$ cat src/rtl/stopwatch_ctrl.sv
// Stopwatch control sequencer: button conditioning, IDLE/RUN/LAP/PAUSE
// state machine, count-tick prescaler, clear pulse and display freeze.
module stopwatch_ctrl #(
  parameter int DEBOUNCE_CYCLES = 1000000,
  parameter int TICK_DIV        = 1000000
) (
  input  logic       clk,
  input  logic       reset,
  input  logic       start,
  input  logic       stop,
  input  logic       lap,
  output logic       tick,
  output logic       run,
  output logic       clr,
  output logic       freeze,
  output logic [1:0] state
);

  localparam int DW = $clog2(DEBOUNCE_CYCLES);
  localparam int PW = $clog2(TICK_DIV);
  localparam logic [DW-1:0] DB_LAST = DW'(DEBOUNCE_CYCLES - 1);
  localparam logic [PW-1:0] PS_LAST = PW'(TICK_DIV - 1);

  localparam int B_START = 0;
  localparam int B_STOP  = 1;
  localparam int B_LAP   = 2;

  typedef enum logic [1:0] {
    IDLE  = 2'd0,
    RUN   = 2'd1,
    LAP   = 2'd2,
    PAUSE = 2'd3
  } state_t;

  logic [2:0]    btn;
  logic [2:0]    sync1;
  logic [2:0]    sync2;
  logic [2:0]    db;
  logic [2:0]    db_q;
  logic [2:0]    press;
  logic [DW-1:0] cnt [3];

  state_t        state_q;
  state_t        state_d;
  logic [PW-1:0] pre;
  logic          counting;

  assign btn = {lap, stop, start};

  always_ff @(posedge clk) begin
    if (reset) begin
      sync1 <= '0;
      sync2 <= '0;
      db    <= '0;
      db_q  <= '0;
      for (int i = 0; i < 3; i++) cnt[i] <= '0;
    end else begin
      sync1 <= btn;
      sync2 <= sync1;
      db_q  <= db;
      for (int i = 0; i < 3; i++) begin
        if (sync2[i] == db[i]) begin
          cnt[i] <= '0;
        end else if (cnt[i] == DB_LAST) begin
          db[i]  <= sync2[i];
          cnt[i] <= '0;
        end else begin
          cnt[i] <= cnt[i] + 1'b1;
        end
      end
    end
  end

  assign press = db & ~db_q;

  always_comb begin
    state_d = state_q;
    unique case (state_q)
      IDLE: begin
        if (press[B_START]) state_d = RUN;
      end
      RUN: begin
        if (press[B_STOP])     state_d = PAUSE;
        else if (press[B_LAP]) state_d = LAP;
      end
      LAP: begin
        if (press[B_STOP])     state_d = PAUSE;
        else if (press[B_LAP]) state_d = RUN;
      end
      PAUSE: begin
        if (press[B_STOP])       state_d = IDLE;
        else if (press[B_START]) state_d = RUN;
      end
      default: state_d = IDLE;
    endcase
  end

  always_ff @(posedge clk) begin
    if (reset) begin
      state_q <= IDLE;
      run     <= 1'b0;
      freeze  <= 1'b0;
      clr     <= 1'b0;
    end else begin
      state_q <= state_d;
      run     <= (state_d == RUN) || (state_d == LAP);
      freeze  <= (state_d == LAP);
      clr     <= (state_q == PAUSE) && (state_d == IDLE);
    end
  end

  assign state = state_q;

  // Count only while staying in RUN/LAP, so entry into PAUSE/IDLE never ticks
  assign counting = ((state_q == RUN) || (state_q == LAP)) &&
                    ((state_d == RUN) || (state_d == LAP));

  always_ff @(posedge clk) begin
    if (reset) begin
      pre  <= '0;
      tick <= 1'b0;
    end else begin
      tick <= 1'b0;
      if (counting) begin
        if (pre == PS_LAST) begin
          pre  <= '0;
          tick <= 1'b1;
        end else begin
          pre <= pre + 1'b1;
        end
      end else if (state_d == IDLE) begin
        pre <= '0;
      end
    end
  end

endmodule

$ cat config.mk
export PLATFORM = sky130hd
export DESIGN_NAME = stopwatch_ctrl
export DESIGN_NICKNAME = d
export VERILOG_FILES = /design/src/rtl/stopwatch_ctrl.sv
export SDC_FILE = /design/constraint.sdc
export NUM_CORES = 1
export LEC_CHECK = 0
export ABC_AREA = 1
export CORE_AREA = 10 10 76 142
export DETAILED_ROUTE_END_ITERATION = 8
export DIE_AREA = 0 0 86 152
export GPL_TIMING_DRIVEN = 0
export PLACE_DENSITY = 0.84
export SYNTH_ARGS = -nofsm -noshare
export SYNTH_HDL_FRONTEND = slang
export SYNTH_SLANG_ARGS = --single-unit
$ cat constraint.sdc
create_clock -name clk -period 4.9 [get_ports clk]
set_input_delay 0.98 -clock clk [delete_from_list [all_inputs] [get_ports clk]]
set_output_delay 0.98 -clock clk [all_outputs]
set_load 0.03 [all_outputs]
==> results.py, run 1 <==
metrics = {
    "cells_and_area": {
        "ant_diodes": 0,
        "layout_commonest_cell": "sky130_fd_sc_hd__nand2_1",
        "drive_above_1_share_pct": 8.27,
        "p_r_area_growth_vs_syn_pct": 13.1,
        "final_net_count": 820,
        "layoutNonFillerInstCount": 910,
        "fillCellCount": 655,
        "final_cell_mix": "sky130_fd_sc_hd__nand2_1 (164), sky130_fd_sc_hd__nor2_1 (107), sky130_fd_sc_hd__inv_1 (82), sky130_fd_sc_hd__edfxtp_1 (60), sky130_fd_sc_hd__conb_1 (60)",
        "final_core_util_pct": 74.3,
        "final_cell_area_mm2": 0.00638,
    },
    "cts": {
        "clock_tree.buffer_depth": 2,
        "number_of_buffers_added_to_fix_hold_violations_after_cts": 0,
        "cts_tree": "built",
        "cts_htree_levels": 3,
        "clock_latency_ns": 0.35,
        "cts_inserted_buffers": 9,
        "cts-root-buf": "sky130_fd_sc_hd__clkbuf_16",
        "cts_sinks": 98,
        "cts-resized-gates": 0,
        "cts.clk_slew.worst_paths_ns": 0.07,
        "post-cts-setup-buffer-count": 0,
    },
    "synthesis": {
        "syn_area_per_cell_um2": 7.77,
        "synthTopCellsByArea": "sky130_fd_sc_hd__edfxtp_1 (32%), sky130_fd_sc_hd__dfxtp_1 (13%), sky130_fd_sc_hd__nand2_1 (11%), sky130_fd_sc_hd__nor2_1 (7.1%), sky130_fd_sc_hd__inv_1 (5.5%)",
        "yosys.cell_types.count": 36,
        "async_reset_ff_share_pct": 0,
        "number_of_enable_flip_flop_cells_after_synthesis": 60,
        "synth.largest_area_cell": "sky130_fd_sc_hd__edfxtp_1",
        "synth-seq-cells": 98,
        "area_of_the_mapped_netlist_mm2": 0.00564,
        "synth_sequential_area_ratio_pct": 45.4,
        "synth_warnings": 0,
        "postSynth.topFlopCell": "sky130_fd_sc_hd__edfxtp_1",
        "netlist_instances": 726,
        "yosys.area.top_type_share_pct": 31.9,
    },
    "placement": {
        "detailedPlace.worstSlack_ns": 2.42,
        "place.detailed.hpwl_mm": 9.25,
        "dpl_cell_area_mm2": 0.00608,
        "placement.io_buffers": 9,
        "dp.cells": 894,
        "place_congestion": 0.943,
    },
    "sta": {
        "setup_tns_ns": 0,
        "maximum_achievable_frequency_mhz": 387,
        "rsz0062_at_grt": "false",
        "final_critical_path_setup_slack_ns": 2.32,
        "setup-violations-final": 0,
        "final-max-slew-violation-count": 0,
        "whs_ns": 0.411,
        "min_period_over_period_pct": 52.7,
        "finalClockSkew_ns": 0.00964,
        "tmin_final_ns": 2.58,
        "worst_slew_margin_rel_pct": 64.4,
        "hold_violations": 0,
        "tightestPinTransition_ns": 0.534,
    },
    "routing": {
        "first_iter_violations": 255,
        "num_vias": 4893,
        "detail_route.drc_violations": 0,
        "finalWirelength_mm": 12.2,
        "vias_per_cell": 5.38,
        "antenna_left": 0,
        "drt_pre_antenna_iters": 5,
        "wirelength_per_cell_um": 13.4,
    },
    "floorplan": {
        "floorplan.initialDensity_pct": 65.7,
        "fp-row-count": 48,
        "io_pins": 11,
        "core_area_mm2": 0.00859,
        "die_area_mm2": 0.0131,
        "die_width_um": 86,
        "die-height_um": 152,
    },
    "global_route": {
        "grt-ovfl-total": 0,
        "vias_in_the_first_global_route": 4847,
        "grt.total_usage_pct": 19.3,
        "antenna_found_initial": 0,
        "grt_pass1_wl_mm": 21.1,
        "largest_net_degree_at_the_start_of_global_routing": 17,
    },
    "status": {
        "run_status": "finished clean",
    },
    "setup_path": {
        "arrival_ns": 2.85,
        "timing.critical_path.from_type": "flop",
        "worst_ep_required_time_ns": 5.17,
        "path_max_fanout": 10,
        "crit_type": "reg -> reg",
        "critical_path.endpoint_type": "flop",
    },
    "job": {
        "timing.max_cap.violations": 0,
    },
    "power_and_ir_drop": {
        "ir_drop_uv": 251,
        "cellPowerDensity_mw_per_mm2": 268,
        "leakage_nw": 2.50,
        "power.total_mw": 1.71,
    },
    "hold_path": {
        "hp-class": "reg -> reg",
    },
}
[state kept, by name (all words and copies together), names as in the netlist]
register  cells
freeze        1
db            3
sync2         3
cnt          60
clr           1
tick          1
run           1
db_q          3
sync1         3
pre          20
state         2
[final timing paths]
kind / from / endpoint / slack [ns] / cells after the start
hold reg to reg: sync1[1] / sync2[1] / 0.41 / 2
setup reg to reg: state[1] / pre[17] / 2.32 / 12
setup / recovery: state[1] / pre[17] / 2.32 / 12
hold / removal: sync1[1] / sync2[1] / 0.41 / 2
[worst max-delay path: stages (launching register included)]
cell and delay [ns]:
sky130_fd_sc_hd__dfxtp_1 0.46, sky130_fd_sc_hd__inv_1 0.12, sky130_fd_sc_hd__ha_1 0.21, sky130_fd_sc_hd__nand3_1 0.10, sky130_fd_sc_hd__a21oi_1 0.08, sky130_fd_sc_hd__a21oi_1 0.24, sky130_fd_sc_hd__ha_1 0.30, sky130_fd_sc_hd__nand2_1 0.13
sky130_fd_sc_hd__nand2_1 0.13, sky130_fd_sc_hd__clkinv_1 0.19, sky130_fd_sc_hd__buf_2 0.27, sky130_fd_sc_hd__nand2_1 0.10, sky130_fd_sc_hd__a21oi_1 0.18
[synth_stat cells (17+ instances only)]
library cell / instances
sky130_fd_sc_hd__a21oi_1: 44
sky130_fd_sc_hd__dfxtp_1: 38
sky130_fd_sc_hd__edfxtp_1: 60
sky130_fd_sc_hd__inv_1: 82
sky130_fd_sc_hd__nand2_1: 164
sky130_fd_sc_hd__nand3_1: 59
sky130_fd_sc_hd__nand4_1: 18
sky130_fd_sc_hd__nor2_1: 107
sky130_fd_sc_hd__nor3_1: 26
sky130_fd_sc_hd__o21ai_0: 17
sky130_fd_sc_hd__xor2_1: 21
[per-layer routing]
metal | up-vias | share of wire, % | track usage [%]
met3 | 30 | 3.6 | 3.43
met2 | 111 | 55 | 34.9
met5 | - | 0 | 0
met1 | 2271 | 38 | 20.0
li1 | 2481 | - | -
met4 | 0 | 3.1 | 9.78
[where the power goes]
part | switching (mW) | internal, mW
sequential | 0.0234 | 0.897
clock | 0.310 | 0.413
combinational | 0.0473 | 0.0215
[cell type report]
type                            instances  area [um^2]  area share, %
Sequential cell                        98         2560           40.1
Tap cell                              100          125           1.96
Buffer                                 12         73.8           1.16
Timing Repair Buffer                    9         90.1           1.41
Multi-Input combinational cell        590         2910           45.6
Inverter                               85          319           5.00
Clock inverter                          5         61.3          0.961
Clock buffer                           11          243           3.80
[cell families after synthesis]
family	after synthesis	share of synthesized area [%]
AND/OR/NAND/NOR	427	35.1
other	1	0.0665
XOR/XNOR	26	4.04
buffers and inverters	97	6.96
AO/OA/AOI/OAI	67	6.21
flip-flops	98	45.4
adder cells (fa/ha/maj)	10	2.22
(Power assumes the default switching activity.)
==> run 2: changes to the inputs <==
--- a/config.mk
+++ b/config.mk
@@ -6,11 +6,11 @@
 export NUM_CORES = 1
 export LEC_CHECK = 0
 export ABC_AREA = 1
-export CORE_AREA = 10 10 76 142
+export CORE_AREA = 10 10 78 147
 export DETAILED_ROUTE_END_ITERATION = 8
-export DIE_AREA = 0 0 86 152
+export DIE_AREA = 0 0 88 157
 export GPL_TIMING_DRIVEN = 0
-export PLACE_DENSITY = 0.84
+export PLACE_DENSITY = 0.79
 export SYNTH_ARGS = -nofsm -noshare
 export SYNTH_HDL_FRONTEND = slang
 export SYNTH_SLANG_ARGS = --single-unit
==> constraint.sdc (replaced) <==
create_clock -name clk -period 2.5 [get_ports clk]
set_input_delay 0.5 -clock clk [delete_from_list [all_inputs] [get_ports clk]]
set_output_delay 0.5 -clock clk [all_outputs]
set_load 0.03 [all_outputs]
==> run 2 against run 1 <==
Combinational power up 94%. Final cell count up 0.77%. Count of clock-buffer cells in the layout down 2. Sequential cell count unchanged. Clock skew down 0.0015 ns. Global-route usage down 1.9 points. Utilization down 4.0 points. Sequential share of layout area down 0.50 points. Clock power up 120%. Worst setup slack worse by 2.1 ns. Non-clock buffer count up 3. First-iteration DRC count up 22%. Largest cell class unchanged.
==> results.py, run 2 (synthesized netlist as in run 1, its figures left out) <==
metrics = {
    "placement": {
        "place_congestion": 0.917,
        "place.detailed.hpwl_mm": 8.35,
        "dpl_cell_area_mm2": 0.00608,
        "detailedPlace.worstSlack_ns": 0.0863,
        "placement.io_buffers": 9,
    },
    "cells_and_area": {
        "ant_diodes": 0,
        "largest_register": "cnt",
        "largest_registers": "cnt x60, pre x20",
        "final_core_util_pct": 70.3,
        "layout_commonest_cell": "sky130_fd_sc_hd__nand2_1",
        "drive_above_1_share_pct": 9.23,
        "final_cell_area_mm2": 0.00647,
        "final_cell_mix": "sky130_fd_sc_hd__nand2_1 (162), sky130_fd_sc_hd__nor2_1 (107), sky130_fd_sc_hd__inv_1 (82), sky130_fd_sc_hd__edfxtp_1 (60), sky130_fd_sc_hd__conb_1 (60)",
        "final_net_count": 823,
        "p_r_area_growth_vs_syn_pct": 14.6,
        "largest_register_ff_count": 60,
    },
    "sta": {
        "maximum_achievable_frequency_mhz": 437,
        "rsz0062_at_grt": "false",
        "finalClockSkew_ns": 0.00815,
        "hold_violations": 0,
        "final-max-slew-violation-count": 0,
        "tmin_final_ns": 2.29,
        "worst_slew_margin_rel_pct": 58.7,
        "tightestPinTransition_ns": 0.620,
        "final_critical_path_setup_slack_ns": 0.211,
        "setup-violations-final": 0,
        "setup_tns_ns": 0,
        "min_period_over_period_pct": 91.5,
    },
    "global_route": {
        "antenna_found_initial": 0,
        "grt_pass1_wl_mm": 19.9,
        "grt-ovfl-total": 0,
        "vias_in_the_first_global_route": 4600,
        "grt.total_usage_pct": 17.4,
        "largest_net_degree_at_the_start_of_global_routing": 17,
    },
    "routing": {
        "num_vias": 4809,
        "drt_pre_antenna_iters": 5,
        "first_iter_violations": 311,
        "detail_route.drc_violations": 0,
        "vias_per_cell": 5.24,
        "wirelength_per_cell_um": 12.4,
        "antenna_left": 0,
        "finalWirelength_mm": 11.3,
    },
    "setup_path": {
        "arrival_ns": 2.56,
        "timing.critical_path.from_type": "flop",
        "critical_path.endpoint_type": "flop",
        "path_max_fanout": 10,
        "crit_type": "reg -> reg",
        "worst_ep_required_time_ns": 2.77,
    },
    "power_and_ir_drop": {
        "power.total_mw": 3.50,
        "ir_drop_uv": 423,
        "leakage_nw": 2.53,
        "cellPowerDensity_mw_per_mm2": 542,
    },
    "status": {
        "run_status": "finished clean",
    },
    "floorplan": {
        "die-height_um": 157,
        "die_width_um": 88,
        "floorplan.initialDensity_pct": 61.3,
        "io_pins": 11,
        "fp-row-count": 50,
        "core_area_mm2": 0.00920,
        "die_area_mm2": 0.0138,
    },
    "cts": {
        "cts_inserted_buffers": 9,
        "clock_latency_ns": 0.34,
        "cts_sinks": 98,
        "clock_tree.buffer_depth": 2,
        "cts_tree": "built",
        "cts-root-buf": "sky130_fd_sc_hd__clkbuf_16",
        "cts.clk_slew.worst_paths_ns": 0.07,
        "cts_htree_levels": 3,
        "number_of_buffers_added_to_fix_hold_violations_after_cts": 0,
    },
    "hold_path": {
        "hp-class": "reg -> reg",
    },
    "job": {
        "timing.max_cap.violations": 0,
    },
}
run 2: cell count changes in the layout (fill, tap and decap cells not counted):
cell	previous run	this run
sky130_fd_sc_hd__dfxtp_2	0	1
sky130_fd_sc_hd__inv_4	1	0
sky130_fd_sc_hd__a21oi_2	1	2
sky130_fd_sc_hd__clkbuf_8	1	0
sky130_fd_sc_hd__bufinv_16	1	3
sky130_fd_sc_hd__nand2_1	164	162
sky130_fd_sc_hd__buf_4	2	5
sky130_fd_sc_hd__buf_2	5	4
sky130_fd_sc_hd__clkbuf_4	0	1
sky130_fd_sc_hd__nand2_2	9	11
sky130_fd_sc_hd__dfxtp_1	38	37
sky130_fd_sc_hd__clkbuf_1	2	1
sky130_fd_sc_hd__a21oi_1	44	43
sky130_fd_sc_hd__clkinvlp_4	1	2
run 2: cell type report:
class / count / area [um^2]
Inverter: 85 / 327
Fill cell: 786 / 2730
Buffer: 12 / 76.3
Clock buffer: 9 / 225
Sequential cell: 98 / 2560
Timing Repair Buffer: 12 / 113
Clock inverter: 7 / 115
Multi-Input combinational cell: 590 / 2920
Tap cell: 104 / 130
run 2: layer usage:
metal  share of wire [%]  GRT usage [%]  up-vias
met5                   0              0        -
met3                 4.4           3.00       20
met2                  49           27.6      111
met1                  45           22.5     2193
met4                 1.9           7.25        0
li1                    -              -     2485
run 2: final timing paths:
kind,cells after the start,from,to,slack (ns)
max,14,state[0],pre[13],0.21
min,2,sync1[1],sync2[1],0.41
max reg2reg,14,state[0],pre[13],0.21
min reg2reg,2,sync1[1],sync2[1],0.41
run 2: power by group:
| group | switching (mW) | internal, mW | total [mW] | leakage, nW |
|---|---|---|---|---|
| clock | 0.591 | 0.976 | 1.57 | 0.165 |
| combinational | 0.0914 | 0.0420 | 0.133 | 1.44 |
| sequential | 0.0441 | 1.76 | 1.80 | 0.927 |
run 2: what timing repair did:
item / in CTS / in global routing
endpoints found under the setup margin: 0 / 17
setup buffers: 0 / 3
gates resized for setup: 0 / 7
run 2: critical path, stage by stage (launching register included):
cell and delay (ns):
sky130_fd_sc_hd__dfxtp_1 0.39, sky130_fd_sc_hd__inv_1 0.11, sky130_fd_sc_hd__ha_1 0.22, sky130_fd_sc_hd__inv_1 0.07, sky130_fd_sc_hd__nand2_1 0.09, sky130_fd_sc_hd__o211ai_1 0.11
sky130_fd_sc_hd__nand2_1 0.11, sky130_fd_sc_hd__inv_1 0.08, sky130_fd_sc_hd__ha_1 0.25, sky130_fd_sc_hd__nand2_2 0.13, sky130_fd_sc_hd__nand2_2 0.10, sky130_fd_sc_hd__clkinvlp_4 0.10
sky130_fd_sc_hd__clkbuf_4 0.21, sky130_fd_sc_hd__nand2_1 0.08, sky130_fd_sc_hd__a21oi_1 0.16
run 2: through the flow:
step                hold WS (ns)  cells
global placement           0.397    898
finish                     0.411    917
CTS                        0.414    914
floorplan                  0.388    785
global route               0.440    917
detailed placement         0.403    898
==> run 3: changes to the inputs <==
--- a/config.mk
+++ b/config.mk
@@ -11,6 +11,7 @@
 export DIE_AREA = 0 0 88 157
 export GPL_TIMING_DRIVEN = 0
 export PLACE_DENSITY = 0.79
+export RECOVER_POWER = 25
 export SYNTH_ARGS = -nofsm -noshare
 export SYNTH_HDL_FRONTEND = slang
 export SYNTH_SLANG_ARGS = --single-unit
==> run 3 against run 2 <==
Combinational power about the same. Global-route usage stayed put. Final cell count stayed put. Sequential share of layout area rose by 0.18 points. Critical path depth stayed put. Design area down 0.45%. Via count did not move. Sequential cell count stayed put. First-iteration DRC count grew 1.9%. Sequential power about the same. Hold slack barely moved. Largest cell class unchanged. Highest routed layer unchanged.
==> results.py, run 3 (synthesized netlist as in run 1, its figures left out) <==
metrics = {
    "placement": {
        "place_congestion": 0.917,
        "place.detailed.hpwl_mm": 8.35,
        "placement.io_buffers": 9,
    },
    "sta": {
        "setup-violations-final": 0,
        "maximum_achievable_frequency_mhz": 436,
        "tightestPinTransition_ns": 0.602,
        "setup_tns_ns": 0,
        "min_period_over_period_pct": 91.6,
        "rsz0062_at_grt": "false",
        "whs_ns": 0.411,
        "finalClockSkew_ns": 0.00807,
        "hold_violations": 0,
        "final-max-slew-violation-count": 0,
        "worst_slew_margin_rel_pct": 59.9,
        "tmin_final_ns": 2.29,
    },
    "routing": {
        "antenna_left": 0,
        "wirelength_per_cell_um": 12.3,
        "drt_pre_antenna_iters": 5,
        "detail_route.drc_violations": 0,
        "num_vias": 4809,
        "finalWirelength_mm": 11.3,
        "vias_per_cell": 5.24,
        "first_iter_violations": 317,
    },
    "global_route": {
        "grt.total_usage_pct": 17.4,
        "vias_in_the_first_global_route": 4600,
        "largest_net_degree_at_the_start_of_global_routing": 17,
        "antenna_found_initial": 0,
        "grt-ovfl-total": 0,
        "grt_pass1_wl_mm": 19.9,
    },
    "setup_path": {
        "critical-path-max-stage-delay_ns": 0.39,
        "critical_path.endpoint_type": "flop",
        "worst-path-buf-inv": 5,
        "slowest_library_cell_on_the_worst_path": "sky130_fd_sc_hd__dfxtp_1",
        "worstPathCellList": "inv_1 > ha_1 > inv_1 > nand2_1 > o211ai_1 > nand2_1 > inv_1 > ha_1 > nand2_2 > nand2_2 > clkinvlp_4 > clkbuf_4 > nand2_1 > a21oi_1",
        "timing.critical_path.from_type": "flop",
        "path_max_fanout": 10,
        "worst_ep_required_time_ns": 2.77,
        "crit_type": "reg -> reg",
        "critical-path-top-delay-family": "buffers and inverters",
        "arrival_ns": 2.56,
    },
    "power_and_ir_drop": {
        "ir_drop_uv": 421,
        "leakage_nw": 2.53,
        "cellPowerDensity_mw_per_mm2": 544,
    },
    "cells_and_area": {
        "p_r_area_growth_vs_syn_pct": 14.1,
        "drive_above_1_share_pct": 8.49,
        "ant_diodes": 0,
        "layout_commonest_cell": "sky130_fd_sc_hd__nand2_1",
        "largest_register": "cnt",
        "largest_registers": "cnt x60, pre x20",
        "largest_register_ff_count": 60,
        "final_net_count": 823,
        "final_cell_mix": "sky130_fd_sc_hd__nand2_1 (164), sky130_fd_sc_hd__nor2_1 (108), sky130_fd_sc_hd__inv_1 (82), sky130_fd_sc_hd__nand3_1 (61)",
    },
    "job": {
        "timing.max_cap.violations": 0,
    },
    "cts": {
        "cts_tree": "built",
        "clock_latency_ns": 0.34,
        "cts.clk_slew.worst_paths_ns": 0.07,
        "number_of_buffers_added_to_fix_hold_violations_after_cts": 0,
        "cts_inserted_buffers": 9,
        "clock_tree.buffer_depth": 2,
        "cts-root-buf": "sky130_fd_sc_hd__clkbuf_16",
        "cts_sinks": 98,
        "cts_htree_levels": 3,
    },
    "floorplan": {
        "fp-row-count": 50,
        "die_area_mm2": 0.0138,
        "core_area_mm2": 0.00920,
        "floorplan.initialDensity_pct": 61.3,
        "io_pins": 11,
        "die-height_um": 157,
        "die_width_um": 88,
    },
    "hold_path": {
        "hp-class": "reg -> reg",
    },
    "status": {
        "run_status": "finished clean",
    },
}
-- run 3: cell types whose count changed in the layout (fill, tap and decap cells not counted), sizes merged --
| cell | delta |
|---|---|
| clkbuf | +3 |
| buf | -3 |
-- run 3: what timing repair did --
item / in CTS / in global routing
setup endpoints to repair: 0 / 17
buffers inserted: 0 / 3
gates resized for setup: 0 / 7
-- run 3: metal layers --
layer | up-vias | global-route usage (%) | routed length, um
met5 | - | 0 | 0
met4 | 0 | 7.25 | 234
met3 | 24 | 3.00 | 495
met2 | 119 | 27.6 | 5480
met1 | 2182 | 22.5 | 5090
li1 | 2484 | - | -
-- run 3: area by class of cell --
cell class,instances,area [um^2]
multi-input cells,590,2890
fillers,792,2760
flip-flops and latches,98,2560
inverters,85,327
clock buffers,9,225
well taps,104,130
clock inverters,7,115
repair buffers,12,113
plain buffers,12,75.1
-- run 3: worst paths after layout --
check	startpoint	to	slack, ns	cells past startpoint
max	state[0]	pre[13]	0.21	14
min	sync1[1]	sync2[1]	0.41	2
max reg2reg	state[0]	pre[13]	0.21	14
min reg2reg	sync1[1]	sync2[1]	0.41	2
-- run 3: worst register-to-register path: cells and delay by family, from the launching register on --
family	cells	cell delay, ns
adder cells (fa/ha/maj)	2	0.47
flip-flops	1	0.39
AND/OR/NAND/NOR	5	0.51
AO/OA/AOI/OAI	2	0.27
buffers and inverters	5	0.57
-- run 3: through the flow --
| step | worst slack [ns] | cell area, um^2 | utilization, % | cells | power, mW |
|---|---|---|---|---|---|
| 5_1_grt | 0.0191 | 6440 | 70.0 | 917 | 3.62 |
| 3_3_place_gp | 0.141 | 6080 | 66.1 | 898 | 1.96 |
| 6_report | 0.209 | 6440 | 70.0 | 917 | 3.50 |
| 3_5_place_dp | 0.0863 | 6080 | 66.1 | 898 | 1.97 |
| 4_1_cts | 0.0710 | 6420 | 69.9 | 914 | 3.53 |
| 2_1_floorplan | 0.251 | 5860 | - | 785 | 1.93 |
-- run 3: where the power goes --
| part | internal (mW) | switching, mW | total (mW) |
|---|---|---|---|
| combinational | 0.0412 | 0.0901 | 0.131 |
| clock | 0.976 | 0.591 | 1.57 |
| sequential | 1.76 | 0.0437 | 1.80 |
